<file path="config.mk">
export PLATFORM = sky130hd
export DESIGN_NAME = seg_scan_mux_flat
export DESIGN_NICKNAME = d
export VERILOG_FILES = /design/src/rtl/seg_scan_mux_if.sv /design/src/rtl/seg_scan_mux.sv /design/src/flat_wrapper.sv
export SDC_FILE = /design/constraint.sdc
export NUM_CORES = 1
export LEC_CHECK = 0
export CAP_MARGIN = 20
export CORE_ASPECT_RATIO = 1.5
export CORE_MARGIN = 3
export CORE_UTILIZATION = 40
export CTS_CLUSTER_DIAMETER = 40
export DETAILED_ROUTE_END_ITERATION = 8
export HOLD_SLACK_MARGIN = 0.15
export PLACE_DENSITY = 0.68
export SETUP_SLACK_MARGIN = 0.4
export SYNTH_ARGS = -nofsm -noshare
export SYNTH_HDL_FRONTEND = slang
export SYNTH_SLANG_ARGS = --single-unit
</file>
<file path="constraint.sdc">
create_clock -name clk -period 7 [get_ports clk]
set_input_delay 2.1 -clock clk [delete_from_list [all_inputs] [get_ports clk]]
set_output_delay 2.1 -clock clk [all_outputs]
set_load 0.005 [all_outputs]
</file>
<file path="src/rtl/seg_scan_mux_if.sv">
// Pattern inputs and scan outputs of the multiplexed seven-segment driver.
// The slave side is the driver and the master side is its user.
interface seg_scan_mux_if #(
    parameter int DIGITS = 5,
    parameter int SEG_W  = 8
);
    logic [DIGITS*SEG_W-1:0] seg_in;
    logic [DIGITS-1:0]       digit_en;
    logic [SEG_W-1:0]        seg_out;
    logic [DIGITS-1:0]       sel_out;
    logic                    frame_tick;

    modport master (
        output seg_in,
        output digit_en,
        input  seg_out,
        input  sel_out,
        input  frame_tick
    );

    modport slave (
        input  seg_in,
        input  digit_en,
        output seg_out,
        output sel_out,
        output frame_tick
    );
endinterface

</file>
<file path="src/rtl/seg_scan_mux.sv">
// Time-multiplexed digit scanner: each digit owns DIV cycles, starting with BLANK dark cycles.
// Its pattern and enable are latched once per slot, so the displayed digit cannot tear.
module seg_scan_mux #(
    parameter int DIGITS         = 5,
    parameter int SEG_W          = 8,
    parameter int DIV            = 1000,
    parameter int BLANK          = 8,
    parameter int SEL_ACTIVE_LOW = 1
) (
    input logic           clk,
    input logic           rst_n,
    seg_scan_mux_if.slave bus
);
    localparam int CNT_W = (DIV > 2) ? $clog2(DIV) : 1;
    localparam int IDX_W = $clog2(DIGITS);
    localparam logic [CNT_W-1:0]  CNT_LAST  = CNT_W'(DIV - 1);
    localparam logic [CNT_W-1:0]  CNT_BLANK = CNT_W'(BLANK);
    localparam logic [IDX_W-1:0]  IDX_LAST  = IDX_W'(DIGITS - 1);
    localparam logic [DIGITS-1:0] SEL_IDLE  = (SEL_ACTIVE_LOW != 0) ? {DIGITS{1'b1}} : {DIGITS{1'b0}};

    logic [CNT_W-1:0]  div_cnt_q, div_cnt_d;
    logic [IDX_W-1:0]  idx_q, idx_d;
    logic [SEG_W-1:0]  pat_q, pat_d;
    logic              en_q, en_d;
    logic [SEG_W-1:0]  seg_out_q, seg_out_d;
    logic [DIGITS-1:0] sel_out_q, sel_out_d;
    logic              tick_q, tick_d;
    logic [DIGITS-1:0] hot_s;
    logic [SEG_W-1:0]  pat_sel_s;
    logic              en_sel_s;
    logic              sample_s;
    logic              visible_s;

    // Slot counter and digit index advance
    always_comb begin
        idx_d = idx_q;
        if (div_cnt_q == CNT_LAST) begin
            div_cnt_d = {CNT_W{1'b0}};
            if (idx_q == IDX_LAST) begin
                idx_d = {IDX_W{1'b0}};
            end else begin
                idx_d = idx_q + IDX_W'(1);
            end
        end else begin
            div_cnt_d = div_cnt_q + CNT_W'(1);
        end
    end

    // Select the upcoming digit's pattern and enable via a one-hot AND-OR mux
    always_comb begin
        hot_s     = {{(DIGITS-1){1'b0}}, 1'b1} << idx_d;
        pat_sel_s = {SEG_W{1'b0}};
        for (int i = 0; i < DIGITS; i++) begin
            pat_sel_s = pat_sel_s | (bus.seg_in[i*SEG_W +: SEG_W] & {SEG_W{hot_s[i]}});
        end
        en_sel_s = |(bus.digit_en & hot_s);
    end

    assign sample_s = (div_cnt_d == CNT_BLANK);

    generate
        if (BLANK == 0) begin : g_no_blank
            assign visible_s = 1'b1;
        end else begin : g_blank
            assign visible_s = (div_cnt_d >= CNT_BLANK);
        end
    endgenerate

    // Latch the slot's pattern, then derive the outputs from the post-edge counters
    always_comb begin
        if (sample_s) begin
            pat_d = pat_sel_s;
            en_d  = en_sel_s;
        end else begin
            pat_d = pat_q;
            en_d  = en_q;
        end
        if (visible_s && en_d) begin
            seg_out_d = pat_d;
            sel_out_d = hot_s ^ SEL_IDLE;
        end else begin
            seg_out_d = {SEG_W{1'b0}};
            sel_out_d = SEL_IDLE;
        end
        tick_d = (div_cnt_d == {CNT_W{1'b0}}) && (idx_d == {IDX_W{1'b0}});
    end

    // State and output registers
    always_ff @(posedge clk or negedge rst_n) begin
        if (!rst_n) begin
            div_cnt_q <= {CNT_W{1'b0}};
            idx_q     <= {IDX_W{1'b0}};
            pat_q     <= {SEG_W{1'b0}};
            en_q      <= 1'b0;
            seg_out_q <= {SEG_W{1'b0}};
            sel_out_q <= SEL_IDLE;
            tick_q    <= 1'b0;
        end else begin
            div_cnt_q <= div_cnt_d;
            idx_q     <= idx_d;
            pat_q     <= pat_d;
            en_q      <= en_d;
            seg_out_q <= seg_out_d;
            sel_out_q <= sel_out_d;
            tick_q    <= tick_d;
        end
    end

    assign bus.seg_out    = seg_out_q;
    assign bus.sel_out    = sel_out_q;
    assign bus.frame_tick = tick_q;
endmodule

</file>
<file path="src/flat_wrapper.sv">
// flat-port wrapper written by rule: the top's interface ports become plain ports
module seg_scan_mux_flat 
#(
    parameter int DIGITS         = 5,
    parameter int SEG_W          = 8,
    parameter int DIV            = 1000,
    parameter int BLANK          = 8,
    parameter int SEL_ACTIVE_LOW = 1
)
  (clk, rst_n, bus_seg_in, bus_digit_en, bus_seg_out, bus_sel_out, bus_frame_tick);
  seg_scan_mux_if #(.DIGITS(DIGITS), .SEG_W(SEG_W)) bus_i ();
  input logic clk;
  input logic rst_n;
  input wire logic [$bits(bus_i.seg_in)-1:0] bus_seg_in;
  input wire logic [$bits(bus_i.digit_en)-1:0] bus_digit_en;
  output wire logic [$bits(bus_i.seg_out)-1:0] bus_seg_out;
  output wire logic [$bits(bus_i.sel_out)-1:0] bus_sel_out;
  output wire logic [$bits(bus_i.frame_tick)-1:0] bus_frame_tick;
  assign bus_i.seg_in = bus_seg_in;
  assign bus_i.digit_en = bus_digit_en;
  assign bus_seg_out = bus_i.seg_out;
  assign bus_sel_out = bus_i.sel_out;
  assign bus_frame_tick = bus_i.frame_tick;
  seg_scan_mux #(.DIGITS(DIGITS), .SEG_W(SEG_W), .DIV(DIV), .BLANK(BLANK), .SEL_ACTIVE_LOW(SEL_ACTIVE_LOW)) u_core (.clk(clk), .rst_n(rst_n), .bus(bus_i));
endmodule
</file>
==> summary.txt <==
Place
  – IO buf count: 60
  – Post-DP Area: approximately 2900 um2
  – Placer Congestion: 0.7942
  – HPWL after DPL: around 4.3 mm
  – Cell count after placement: 337
  – Pre-CTS setup slack: 3.069 ns

CTS
  – Cts hold-fix bufs: 0
  – H-tree Lvls: 2
  – Clock buffer depth: 2
  – Post-CTS setup buffers: 0
  – CTS sink count: 36
  – Clk_lat worst skew: 0.28 ns
  – Post_cts resized: 0
  – Num CTS Buffers: 5
  – Reg clk slew, reported paths: 0.07 ns
  – Root Buffer: clkbuf_8
  – CTS tree: yes

Final layout
  – # diodes: 0
  – Area Overhead vs Synth: 30.07%
  – Share of layout cells above drive strength 1: 0.1848
  – Fillers: 497
  – Design area: around 3000 um2
  – FF+latch area: just over 900 um2
  – Final Net Count: between 300 and 400
  – Final non-filler cell total: 346
  – Area of the multi-input gates: 1232 um2
  – Final Util: 0.5391

Synth
  – Gate Count Post-Synth: between 200 and 250
  – Synth cell types: 63
  – Top cell type's share of synthesized area: 0.3408
  – Avg Inst Size Synth: 10.35 um2
  – XOR/XNOR share of the synthesized area: 0.01154
  – Most common cell in the netlist: dfrtp_1
  – Synthesized area: 2276 um2
  – Post-synth net total: ~270
  – Post-synth EDFFs: 0
  – Largest area contributor in the netlist: dfrtp_1
  – Main combinational cell family by area after synthesis: compound AO/OA/AOI/OAI gates
  – Compound-Gate Fraction of Synth Area: 0.2056
  – Simple-gate area share of the yosys netlist: 0.1748
  – Post-Synth Adder-Cell Area: 0.02199
  – Yosys warning count: 0
  – Synth top cells by count: dfrtp_1 (31), o21ai_0 (16), nand3_1 (15)
  – Sequential area share after synthesis: 0.3986
  – Synth area leaders: dfrtp_1 (34%), mux2_2 (5.9%), dfstp_2 (5.8%), mux2_4 (4.6%), a221o_1 (3.5%)
  – Flops & latches, synth: 36
  – Async SR Flop Fraction: 1.000
  – Mux cell area share after synthesis: 0.1275
  – Ys flop type: dfrtp_1

Power and ir drop
  – VDD IR-drop max: 0.09800 mV
  – Logic pwr share: 0.126
  – Switching Power: 0.09026 mW
  – Internal power: 0.3219 mW
  – Clk network pwr share: 0.350
  – Sw frac: 0.2190
  – Leak: 1.215 nW
  – Flop pwr share: 0.524
  – Total design power: 0.4122 mW
  – Power Density: 139.2 nW/um2

Detailed routing
  – Via Count: 1975
  – Antenna Violating Nets Remaining: 0
  – Final wirelength: 5.853 mm
  – Wire per inst: about 17 um
  – Detailed Routing Iterations Pass 1: 4
  – 1st-iter DRT viols: 159
  – DRC: 0
  – DR vias/cell: 5.708

Global routing
  – Initial antenna violation count: 0
  – Largest net degree at the start of global routing: 37
  – GRT Util Overall: 0.1831
  – Vias in the first global route: 1908
  – First-pass GRT wire length: approximately 9.1 mm
  – Overflow after GRT: 0

Timing
  – Maximum clock rate: 275.7 MHz
  – RSZ-0062 raised after global routing: no
  – Final setup violation count: 0
  – WHS: 0.4905 ns
  – Final Hold Viols: 0
  – Post-layout min period: 3.627 ns
  – Worst slew margin: 0.3079
  – Slew at the pin closest to its max-slew limit: 1.033 ns
  – Setup WS post-layout: roughly 3.4 ns
  – Post-route setup TNS: 0 ns
  – Fin crit share: 0.5181
  – Skew final: approximately 0.0013 ns
  – Final Slew Violations: 0

Floorplanning
  – Chip Width: about 68 um
  – # IOs: 61
  – Die span in y: 98.39 um
  – Initial Util: 0.4144
  – Die ar.: 6650 um2
  – Core area: roughly 5500 um2
  – Cell row count: 33

Setup path
  – Worst EP arrival: roughly 3.8 ns
  – CP cell instances: clkdlybuf4s50_1 > mux2i_1 > mux2_2 > o2bb2ai_1 > o2111a_1 > o21ai_0
  – CP endpoint kind: flip-flop
  – Max FO, Critical Path: 14
  – CP required: 7.17 ns
  – Slowest CP cell: o2111a_1
  – Crit path max-delay family: compound AO/OA/AOI/OAI gates
  – Nature of the critical path startpoint: input port
  – Max stage delay on crit path: 0.53 ns
  – Buf+Inv Stages, Crit Path: 1
  – Critical setup path kind: in -> reg

Status
  – Run status: complete, no violations

Run
  – Max-cap viol count: 0

Worst hold path
  – Hold Crit Class: reg -> reg
[placed cells by master, fill, tap and decap left out, types with 8 or more instances in the layout]
cell and n:
a21oi_1 10, a221o_1 8, clkdlybuf4s50_1 59, dfrtp_1 31, inv_1 9, mux2_2 12, nand2_1 9, nand3_1 15
nor2_1 9, o21ai_0 16
[power by group through the flow]
stage	Sequential (mW)	Clock [mW]	Combinational (mW)
after global routing	0.216	0.156	0.0560
final	0.216	0.144	0.0520
after detailed placement	0.220	0	0.0521
after global placement	0.220	0	0.0514
after floorplan	0.219	0	0.0147
after CTS	0.216	0.146	0.0524
[kinds of logic after synthesis]
| group | count (synthesis) |
|---|---|
| adders and majority gates | 4 |
| AOI/OAI and AO/OA | 64 |
| muxes | 24 |
| xor gates and xnor gates | 3 |
| and+or+nand+nor | 65 |
| DFF | 36 |
| buffers and inverters | 24 |
[path summary, 6_finish.rpt]
kind / from / endpoint / slack (ns) / depth (start not counted)
max in group asynchronous: rst_n / u_core.div_cnt_q[1]$_DFF_PN0_ / 4.60 / 1
setup reg to reg: u_core.idx_q[0]$_DFF_PN0_ / u_core.bus.seg_out[4]$_DFF_PN0_ / 3.91 / 8
hold reg to reg: u_core.en_q$_DFF_PN0_ / u_core.en_q$_DFF_PN0_ / 0.49 / 1
min in group asynchronous: rst_n / u_core.idx_q[2]$_DFF_PN0_ / 1.89 / 1
setup / recovery: bus_digit_en[3] / u_core.bus.sel_out[4]$_DFF_PN1_ / 3.37 / 6
hold / removal: u_core.en_q$_DFF_PN0_ / u_core.en_q$_DFF_PN0_ / 0.49 / 1
[per-layer routing]
layer / global-route usage / routed length, um / vias to the layer above / share of wire
met5: 0 / 0 / - / 0
met4: 0.06563 / 107 / 0 / 0.018
met3: 0.03567 / 303 / 7 / 0.052
met2: 0.3248 / 3215 / 72 / 0.55
met1: 0.2097 / 2226 / 959 / 0.38
li1: - / - / 937 / -
[area by class of cell]
| type | count | area share |
|---|---|---|
| Clock buffer | 7 | 0.02578 |
| Clock inverter | 1 | 0.002959 |
| Inverter | 10 | 0.01268 |
| Multi-Input combinational cell | 160 | 0.4163 |
| Sequential cell | 36 | 0.3064 |
| Tap cell | 70 | 0.02959 |
| Timing Repair Buffer | 62 | 0.2063 |
[flip-flops by register name (all words and copies together), names as in the netlist]
register	cells
u_core.div_cnt_q	10
u_core.pat_q	8
u_core.idx_q	3
u_core.bus.frame_tick	1
u_core.bus.seg_out	8
u_core.bus.sel_out	5
u_core.en_q	1
(Power assumes the default switching activity.)
